`config.mk`:
```
export PLATFORM = sky130hd
export DESIGN_NAME = branch_stack_unit
export DESIGN_NICKNAME = d
export VERILOG_FILES = /design/src/rtl/branch_stack_unit.sv
export SDC_FILE = /design/constraint.sdc
export NUM_CORES = 1
export LEC_CHECK = 0
export ABC_AREA = 1
export CAP_MARGIN = 20
export CORE_ASPECT_RATIO = 2
export CORE_MARGIN = 2
export CORE_UTILIZATION = 25
export DETAILED_ROUTE_END_ITERATION = 16
export PLACE_DENSITY = 0.53
export SLEW_MARGIN = 10
export SYNTH_ARGS = -nofsm -noshare
export SYNTH_HDL_FRONTEND = slang
export SYNTH_SLANG_ARGS = --single-unit
export TNS_END_PERCENT = 50
```
`constraint.sdc`:
```
create_clock -name clock -period 3.1 [get_ports clock]
set_clock_uncertainty 0.1 [all_clocks]
set_input_delay 0.62 -clock clock [delete_from_list [all_inputs] [get_ports clock]]
set_output_delay 0.62 -clock clock [all_outputs]
set_load 0.005 [all_outputs]
```
`src/rtl/branch_stack_unit.sv`:
```
// Control-flow helper beside fetch: assembles branch targets, holds condition flags,
// resolves conditional branches and keeps a hardware call/return stack.
module branch_stack_unit #(
    parameter int unsigned ADDRESS_WIDTH = 15,
    parameter int unsigned DATA_WIDTH    = 8,
    parameter int unsigned FLAG_COUNT    = 4,
    parameter int unsigned STACK_DEPTH   = 8
) (
    input  logic                                  clock,
    input  logic                                  reset,
    input  logic [2:0]                            act,
    input  logic [DATA_WIDTH-1:0]                 data,
    input  logic                                  reset_branch,
    input  logic [ADDRESS_WIDTH-1:0]              current_address,
    output logic                                  branch,
    output logic [ADDRESS_WIDTH-1:0]              branch_address,
    output logic [$clog2(STACK_DEPTH+1)-1:0]      stack_count,
    output logic                                  stack_overflow,
    output logic                                  stack_underflow,
    output logic                                  illegal_act
);

    localparam int unsigned FSW = $clog2(FLAG_COUNT);
    localparam int unsigned CW  = $clog2(STACK_DEPTH + 1);
    localparam int unsigned PW  = $clog2(STACK_DEPTH);

    typedef enum logic [2:0] {
        ACT_NOP     = 3'd0,
        ACT_SHIFT   = 3'd1,
        ACT_SETFLAG = 3'd2,
        ACT_BRANCH  = 3'd3,
        ACT_CALL    = 3'd4,
        ACT_RETURN  = 3'd5,
        ACT_SAVE    = 3'd6,
        ACT_ILLEGAL = 3'd7
    } act_e;

    logic [FLAG_COUNT-1:0]            flags;
    logic [FLAG_COUNT-1:0]            flags_n;
    logic                             branch_n;
    logic [ADDRESS_WIDTH-1:0]         addr_n;
    logic [CW-1:0]                    count_n;
    logic                             overflow_n;
    logic                             underflow_n;
    logic                             illegal_n;
    logic                             push;
    logic [ADDRESS_WIDTH-1:0]         stack_mem [STACK_DEPTH];
    logic [FSW-1:0]                   fsel_set;
    logic [FSW-1:0]                   fsel_br;
    logic [1:0]                       op;
    logic [ADDRESS_WIDTH+DATA_WIDTH-1:0] shifted;
    logic                             stack_full;
    logic                             stack_empty;
    logic                             flag_hit;
    logic [PW-1:0]                    push_ptr;
    logic [PW-1:0]                    pop_ptr;

    assign fsel_set    = data[1 +: FSW];
    assign fsel_br     = data[2 +: FSW];
    assign op          = data[1:0];
    assign shifted     = {branch_address, data};
    assign stack_full  = (stack_count == CW'(STACK_DEPTH));
    assign stack_empty = (stack_count == '0);
    assign push_ptr    = PW'(stack_count);
    assign pop_ptr     = PW'(stack_count - CW'(1));
    // Out-of-range flag selects read as a cleared flag.
    assign flag_hit    = (32'(fsel_br) < FLAG_COUNT) && flags[fsel_br];

    // Next-state decode; a branch-setting command overrides reset_branch.
    always_comb begin
        branch_n    = branch;
        addr_n      = branch_address;
        flags_n     = flags;
        count_n     = stack_count;
        overflow_n  = stack_overflow;
        underflow_n = stack_underflow;
        illegal_n   = illegal_act;
        push        = 1'b0;

        if (reset_branch) begin
            branch_n = 1'b0;
        end

        case (act_e'(act))
            ACT_NOP: ;
            ACT_SHIFT: addr_n = shifted[ADDRESS_WIDTH-1:0];
            ACT_SETFLAG: begin
                if (32'(fsel_set) < FLAG_COUNT) begin
                    flags_n[fsel_set] = data[0];
                end else begin
                    illegal_n = 1'b1;
                end
            end
            ACT_BRANCH: begin
                case (op)
                    2'd0:    branch_n = 1'b1;
                    2'd1:    if (!flag_hit) branch_n = 1'b1;
                    2'd2:    if (flag_hit) branch_n = 1'b1;
                    default: illegal_n = 1'b1;
                endcase
            end
            ACT_CALL: begin
                if (!stack_full) begin
                    push     = 1'b1;
                    count_n  = stack_count + CW'(1);
                    branch_n = 1'b1;
                end else begin
                    overflow_n = 1'b1;
                end
            end
            ACT_RETURN: begin
                if (!stack_empty) begin
                    addr_n   = stack_mem[pop_ptr];
                    count_n  = stack_count - CW'(1);
                    branch_n = 1'b1;
                end else begin
                    underflow_n = 1'b1;
                end
            end
            ACT_SAVE:    addr_n = current_address;
            ACT_ILLEGAL: illegal_n = 1'b1;
            default: ;
        endcase
    end

    always_ff @(posedge clock) begin
        if (reset) begin
            branch          <= 1'b0;
            branch_address  <= '0;
            flags           <= '0;
            stack_count     <= '0;
            stack_overflow  <= 1'b0;
            stack_underflow <= 1'b0;
            illegal_act     <= 1'b0;
        end else begin
            branch          <= branch_n;
            branch_address  <= addr_n;
            flags           <= flags_n;
            stack_count     <= count_n;
            stack_overflow  <= overflow_n;
            stack_underflow <= underflow_n;
            illegal_act     <= illegal_n;
        end
    end

    // Entry storage survives reset; only the occupancy count is cleared.
    always_ff @(posedge clock) begin
        if (push && !reset) begin
            stack_mem[push_ptr] <= current_address;
        end
    end

endmodule

```
== After elaboration in Yosys (flattened, before gate mapping) ==
Memory sizes are Yosys's and may differ from the RTL's.
Cells that the tools add are included.

* Order comparisons: 3
* Add/subtract/negate cells: 2
* Reductions and logical operators: 14
* Muxes and demuxes: 23
* Equality and inequality tests: 13

{| class="wikitable"
|+ Operators with widths
! operator !! count
|-
| case mux 15 bit (3 select lines) || 1
|-
| two-way mux 15 bit || 1
|-
| equality test 3 bit, second input constant || 4
|-
| two-way mux 1 bit || 12
|-
| two-way mux 4 bit || 2
|-
| case mux 4 bit (2 select lines) || 1
|-
| AND reduction 2 bit || 4
|-
| equality test 3 x 2 -> 1 bit, second input constant || 2
|-
| < comparator 2 x 3 -> 1 bit, second input constant || 2
|-
| inequality test 2 bit, second input constant || 3
|-
| case mux 1 bit (3 select lines) || 2
|-
| adder 4 x 1 -> 4 bit, second input constant || 1
|-
| bitwise mux 4 bit || 1
|-
| equality test 4 bit, second input constant || 1
|-
| zero test 4 bit || 1
|-
| nonzero test 2 bit || 2
|-
| subtractor 4 x 1 -> 4 bit, second input constant || 1
|-
| equality test 3 x 1 -> 1 bit, second input constant || 1
|-
| AND reduction 3 bit || 1
|-
| nonzero test 3 bit || 1
|-
| OR reduction 3 bit || 1
|-
| binary-select mux 1 bit (select 2 bit) || 1
|-
| demux 1 bit (select 2 bit) || 1
|-
| equality test 2 x 1 -> 1 bit, second input constant || 1
|-
| 6 further kinds || 7
|}

* Bits in writable memories: 120
* Memories kept: 1
* Output and inout port bits: 23
* Word-level logic and storage cells: 63
* Register bits after elaboration: 27
* Bits of input ports: 29

{| class="wikitable"
|+ Memories
! name !! words !! width !! read ports !! clocked after memory_dff !! write ports !! line !! text
|-
| stack_mem || 8 || 15 || 1 || 0 || 1 || 47 || <nowiki>logic [ADDRESS_WIDTH-1:0] stack_mem [STACK_DEPTH];</nowiki>
|}

== Longest topological paths before layout ==
* Depth after elaboration: 6
* Gate-level depth with buffers: 14
* Mapped depth without buffers: 10

== Worst setup path before layout ==
Ideal clock, no wire load.

* Path kind: register to register
* Start point: register stack_count[0]
* End point: memory stack_mem[7][0], enable pin
* Setup slack: -0.083 ns
* Cell stages (with the launch flop): 10
* Period minus slack after synthesis: 3.183 ns
* Arrival: 2.674 ns
* Required time: 2.591 ns
* Buffers on the path: 3
* Setup time: 0.409 ns
* Path through: dfxtp_1 > buf_2 > inv_2 > buf_4 > buf_2 > ha_1 > nand3_1 > inv_1 > nor3_1 > nor3b_1

* Cells in the longest elaborated chain, start to end: 6

{| class="wikitable"
|+ RTL lines
! element !! line !! text
|-
| from (decl) || 17 || <nowiki>output logic [$clog2(STACK_DEPTH+1)-1:0] stack_count,</nowiki>
|-
| from (signal assigned) || 139 || <nowiki>stack_count <= count_n;</nowiki>
|-
| equality test 4 bit || 62 || <nowiki>assign stack_full = (stack_count == CW'(STACK_DEPTH));</nowiki>
|-
| two-way mux 1 bit || 103 || <nowiki>if (!stack_full) begin</nowiki>
|-
| two-way mux 1 bit || 84 || <nowiki>case (act_e'(act))</nowiki>
|-
| logical AND 1 bit || 148 || <nowiki>if (push && !reset) begin</nowiki>
|-
| two-way mux 1 bit || 148 ||
|-
| two-way mux 1 bit (implied by the code) || 149 || <nowiki>stack_mem[push_ptr] <= current_address;</nowiki>
|-
| to (decl) || 47 ||
|}

Parallel ways exist; a longest one is shown, timed or not.

== Worst setup path after layout ==
* Start point: register stack_count[0]
* End point: output stack_count[0]

No word-level cell between the ends.

==> summary.md <==
| Metric | Value |
|---|---|
| RePlAce Congestion | `0.7834` |
| Setup Crit Path Kind | `reg -> out` |
| WP data required | `around 2.4 ns` |
| Global-route wire length before repair | `just under 30000 um` |
| PortBufs | `between 50 and 60` |
| CP Capture Type | `output pin` |
| Pre-CTS WS | `0.2701 ns` |
| TritonCTS buffer count | `17` |
| Row count | `just over 80` |
| Main synth FF type | `edfxtp_1` |
| Fin Setup TNS | `0 ns` |
| Final global-route overflow total | `0` |
| Drt drc | `0` |
| Max Cap Violations | `0` |
| Yosys top cell area share | `0.5714` |
| Minimum clock period | `around 2.7 ns` |
| Synthesis-to-layout area growth | `24.66%` |
| Post-route ant nets | `0` |
| Async SR Flop Fraction | `0` |
| Final worst slack | `0.3897 ns` |
| Final wirelength | `approximately 19000 um` |
| CP Data Arrival Time | `1.99 ns` |
| Final std cells w/o fill | `1035` |
| Post-CTS repair timing setup buffer count | `0` |
| Final worst-path cycle share | `0.8743` |
| Ys Warns | `0` |
| Resize count post-CTS | `0` |
| Switching Share | `0.2407` |
| Vias per cell | `4.483` |
| Hold WC Path Type | `reg -> reg` |
| Synth top area cells | `edfxtp_1, dfxtp_1, nand2_1` |
| Seq pwr share | `0.462` |
| Relative slew slack | `0.4841` |
| Fillers | `~2600` |
| Share of cells above drive strength 1 | `0.1001` |
| Worst Max-Slew Pin Slew | `slightly below 0.8 ns` |
| CP Launch Type | `flip-flop` |
| Number of detailed-route iterations in the first pass | `7` |
| Most frequent cells in the layout | `nand2_1, nor2_1, edfxtp_1` |
| Cell taking the most area after synthesis | `edfxtp_1` |
| Endpoints failing setup | `0` |
| Initial Util | `0.2529` |
| Unique masters post-synth | `33` |
| CTS Hold Buffers Added | `0` |
| Post-synthesis sequential area ratio | `0.6571` |
| Post-DP HPWL | `~14000 um` |
| Fmax | `369.0 MHz` |
| Cells after DPL | `1006` |
| Tot Pwr | `about 4.7 mW` |
| Post-layout nets | `around 720` |
| CTS Sinks | `roughly 150` |
| Mean Syn Cell Area | `just over 10 um^2` |
| Clock share of power | `0.429` |
| Peak VDD IR | `300.2 uV` |
| Power Density | `602.8 nW/um^2` |
| Net Sw Power | `about 1.1 mW` |
| CTS Root Buffer Type | `clkbuf_16` |
| Largest net degree at the start of global routing | `65` |
| Clock slew at reported path FFs | `0.06 ns` |
| Htree depth | `4` |
| Chip width | `between 100 and 150 um` |
| Post-synth EDFFs | `between 100 and 150` |
| Pins Over Slew Limit | `0` |
| Syn_nets | `655` |
| Initial antenna violation count | `0` |
| Worst-Skew Late Latency | `roughly 0.43 ns` |
| Initial DRC Count | `297` |
| WL per Instance | `between 15 and 20 um` |
| Total GRT Usage | `0.1531` |
| CTS tree | `yes` |
| Combinational share of power | `0.109` |
| Util after Layout | `0.3153` |
| Pleak | `just under 3 nW` |
| Max clock buf depth | `2` |
| Commonest non-fill, non-tap cell in the layout | `nand2_1` |
| Diode count | `0` |
| RSZ-0062 raised after global routing | `false` |
| Worst-path maximum fanout | `64` |
| Via count | `approximately 4600` |
| Die Area | `26590 um^2` |
| Flops & latches, synth | `147` |
| Reg area | `around 4100 um^2` |
| Syn Inst Count | `just over 600` |
| Die Span Y | `around 230 um` |
| Int Pwr | `around 3.6 mW` |
| Outcome | `finished clean` |
| Core Area | `roughly 25000 um^2` |
| Mapped cell area | `around 6300 um^2` |
| Final hold viol count | `0` |
| Footprint of the multi-input gates | `1882 um^2` |
| IO Pins | `52` |
| Number of global-route vias before repair | `~4800` |
synthesized netlist by cell type, drive strengths merged (2+ instances only):
| cell | n |
|---|---|
| nand2 | 127 |
| nor2 | 123 |
| edfxtp | 120 |
| o21a | 7 |
| nor4 | 4 |
| clkbuf | 11 |
| inv | 39 |
| nand3 | 28 |
| nand4 | 2 |
| nor3 | 10 |
| a31oi | 5 |
| buf | 18 |
| o22ai | 10 |
| o21ai | 75 |
| a21oi | 10 |
| ha | 3 |
| dfxtp | 27 |
cell type report:
class / instances / share of cell area
inverter: 39 / 0.01862
tap: 336 / 0.05348
clock buffer: 19 / 0.05507
sequential: 147 / 0.5273
timing repair buffer: 76 / 0.08881
multi-input combinational: 408 / 0.2394
clock inverter: 10 / 0.01735
final timing paths:
path	from	endpoint	slack, ns	cells after the start
setup / recovery	stack_count[0]	stack_count[0]	0.39	2
hold / removal	illegal_act	illegal_act	0.38	2
setup reg to reg	stack_count[1]	stack_mem[5][4]	0.67	8
hold reg to reg	illegal_act	illegal_act	0.38	2
metal layers:
metal / wire length (um) / part of all wire / vias to the layer above / track usage
met5: 0 / 0 / - / 0
met4: 575 / 0.030 / 0 / 0.06994
met3: 562 / 0.029 / 30 / 0.02599
met2: 11790 / 0.61 / 114 / 0.3090
li1: - / - / 2247 / -
met1: 6506 / 0.33 / 2249 / 0.1399
power groups by stage:
stage	Combinational [mW]	Clock [mW]	Sequential [mW]
finish	0.516	2.04	2.19
floorplan	0.270	0	2.22
global placement	0.523	0	2.23
global route	0.570	2.14	2.19
detailed placement	0.525	0	2.23
CTS	0.528	2.06	2.19
stage by stage:
stage               instance area, um^2  hold slack, ns
floorplan                          6311          0.3604
global placement                   7292          0.3798
detailed placement                 7292          0.3749
CTS                                7861          0.3902
global route                       7861          0.4237
finish                             7861          0.3813
state kept, by name (all words and copies together) (netlist names):
register and count:
stack_mem 120, illegal_act 1, stack_underflow 1, flags 4
stack_overflow 1, stack_count 4, branch 1, branch_address 15
worst max-delay path, stage by stage, from the launching register on:
cell	delay, ns
dfxtp_2	0.33
buf_4	0.58
clkdlybuf4s50_1	0.64
cell families (layout without fill, tap and decap cells):
| logic type | Yosys count | in the layout | share of synthesized area |
|---|---|---|---|
| AND/OR/NAND/NOR | 297 | 297 | 0.1946 |
| AO/OA/AOI/OAI | 107 | 107 | 0.09246 |
| XOR/XNOR | 1 | 1 | 0.001389 |
| buffers and inverters | 68 | 144 | 0.04841 |
| flip-flops | 147 | 147 | 0.6571 |
| adder cells (fa/ha/maj) | 3 | 3 | 0.005953 |
Power figures use the tool's default switching activity.
==> edit, RTL diff (same settings) <==
Compare `stack_count` against `CW'(STACK_DEPTH)` with >= in place of ==.
--- a/src/rtl/branch_stack_unit.sv
+++ b/src/rtl/branch_stack_unit.sv
@@ -59,7 +59,7 @@
     assign fsel_br     = data[2 +: FSW];
     assign op          = data[1:0];
     assign shifted     = {branch_address, data};
-    assign stack_full  = (stack_count == CW'(STACK_DEPTH));
+    assign stack_full  = (stack_count >= CW'(STACK_DEPTH));
     assign stack_empty = (stack_count == '0);
     assign push_ptr    = PW'(stack_count);
     assign pop_ptr     = PW'(stack_count - CW'(1));
Behaviour: same outputs for any inputs over 10 cycles, from zero or initial values and one cycle with reset high; that may be too few to reach the edited logic, so the function may still have changed.
==> edit against the unedited design <==
- routed wire length fell by 9.2%
- final area rose by 6.3%
- fmax rose by 9.2%
- worst setup slack improved by 0.23 ns
- total power rose by 6.5%
- synthesized area rose by 7.1%
- sequential cell count did not move
- cell count rose by 14%
- largest power group is now clock
==> edit: results <==
group,metric,value,unit
setup_path,crit_slowest_cell,"ha_1",
finish,utilization,0.312,
finish,drive_gt1_frac,0.0833,
hold_path,min-delay-start,"stack_underflow$_SDFFE_PP0P_",
synthesis,seq_area_frac_synth,0.613,
setup_path,cp-start-kind,"flop",
setup_path,worst_r2r_path_depth,10,
synthesis,synth_cell_type_count,28,
global_route,track_usage,0.130,
global_route,grt_start_max_net_pins,69,
global_route,grt_pass1_vias,4853,
setup_path,r2r_end,"branch_address[0]$_SDFFE_PP0P_",
global_route,grt_pass1_wl,27500,um
setup_path,r2r_slack,0.62,ns
finish,layout.nets,848,
power_and_ir_drop,vdd_ir_drop_max,0.348,mV
setup_path,arrival,2.69,ns
placement,dp_hpwl,12000,um
setup_path,critical-path-max-stage-delay,0.70,ns
power_and_ir_drop,leakagePower,3.62,nW
route,via_per_inst,4.19,
finish,n_fill_cell,2882,
placement,placed_cell_area,0.00769,sq mm
placement,place.gp.congestion,0.781,
setup_path,crit_family,"adder cells",
setup_path,critPathMaxFanout,20,
run_status,status,"complete, no violations",
synthesis,synthTopCellsByCount,"nand2_1 (250), inv_1 (131), edfxtp_1 (120)",
sta,tightest_slew,0.803,ns
clocking,clkTransAtPathRegs,0.06,ns
route,first_iter_violations,258,
route,routed_wl,17700,um
synthesis,synth.area.top_cells,"edfxtp_1 (53%), nand2_1 (14%), dfxtp_1 (8.0%), inv_1 (7.3%), nand3_1 (6.4%)",
hold_path,hold_end,"stack_underflow$_SDFFE_PP0P_",
edit: power by group:
group	switching, W	leakage [nW]	internal [W]	total, W
Combinational	0.000311	1.99	0.000188	0.000498
Sequential	0.0000292	1.30	0.00217	0.00220
Clock	0.000778	0.328	0.00157	0.00235
edit: cell families (layout without fill, tap and decap cells):
family	count (synthesis)	after routing	synth area share
buffers and inverters	172	241	0.106
AO/OA/AOI/OAI	28	28	0.0217
adder cells (fa/ha/maj)	3	3	0.00556
AND/OR/NAND/NOR	409	409	0.253
flip-flops	147	147	0.613
edit: worst reg2reg max path, stage by stage, from the launching register on:
cell	delay, ns
dfxtp_1	0.52
inv_1	0.16
ha_1	0.70
inv_1	0.13
buf_4	0.25
nand3_1	0.12
nand2_1	0.07
nand2_1	0.06
nand2_1	0.06
nor2_1	0.14
nor2_1	0.06
edit: how the worst max path moves through the flow:
stage	end	startpoint	cells past startpoint
after CTS	branch_address[0]$_SDFFE_PP0P_	stack_count[1]$_SDFFE_PP0P_	10
final	branch_address[0]$_SDFFE_PP0P_	stack_count[1]$_SDFFE_PP0P_	10
after global routing	branch_address[3]$_SDFFE_PP0P_	stack_count[1]$_SDFFE_PP0P_	10
after floorplan	stack_mem[3][0]$_DFFE_PP_	reset	5
after global placement	branch_address[0]$_SDFFE_PP0P_	act[0]	6
after detailed placement	branch_address[10]$_SDFFE_PP0P_	act[0]	6
edit: stage by stage:
step	total power [W]	instances	hold slack (ns)	setup WS, ns
4_1_cts	0.00510	1176	0.394	0.613
3_3_place_gp	0.00275	1145	0.355	0.445
2_1_floorplan	0.00251	759	0.361	0.310
5_1_grt	0.00522	1176	0.442	0.486
6_report	0.00505	1176	0.386	0.618
3_5_place_dp	0.00275	1145	0.367	0.420
edit: area by class of cell:
type | count | share of cell area
Inverter | 140 | 0.0632
Clock buffer | 18 | 0.0514
Clock inverter | 13 | 0.0285
Sequential cell | 147 | 0.496
Multi-Input combinational cell | 440 | 0.230
Timing Repair Buffer | 70 | 0.0782
Tap cell | 348 | 0.0521
edit: per-layer routing:
metal / up-vias / track usage / part of all wire
met1: 2297 / 0.145 / 0.41
met5: - / 0 / 0
met4: 0 / 0.0574 / 0.026
li1: 2498 / - / -
met2: 115 / 0.233 / 0.53
met3: 22 / 0.0270 / 0.037
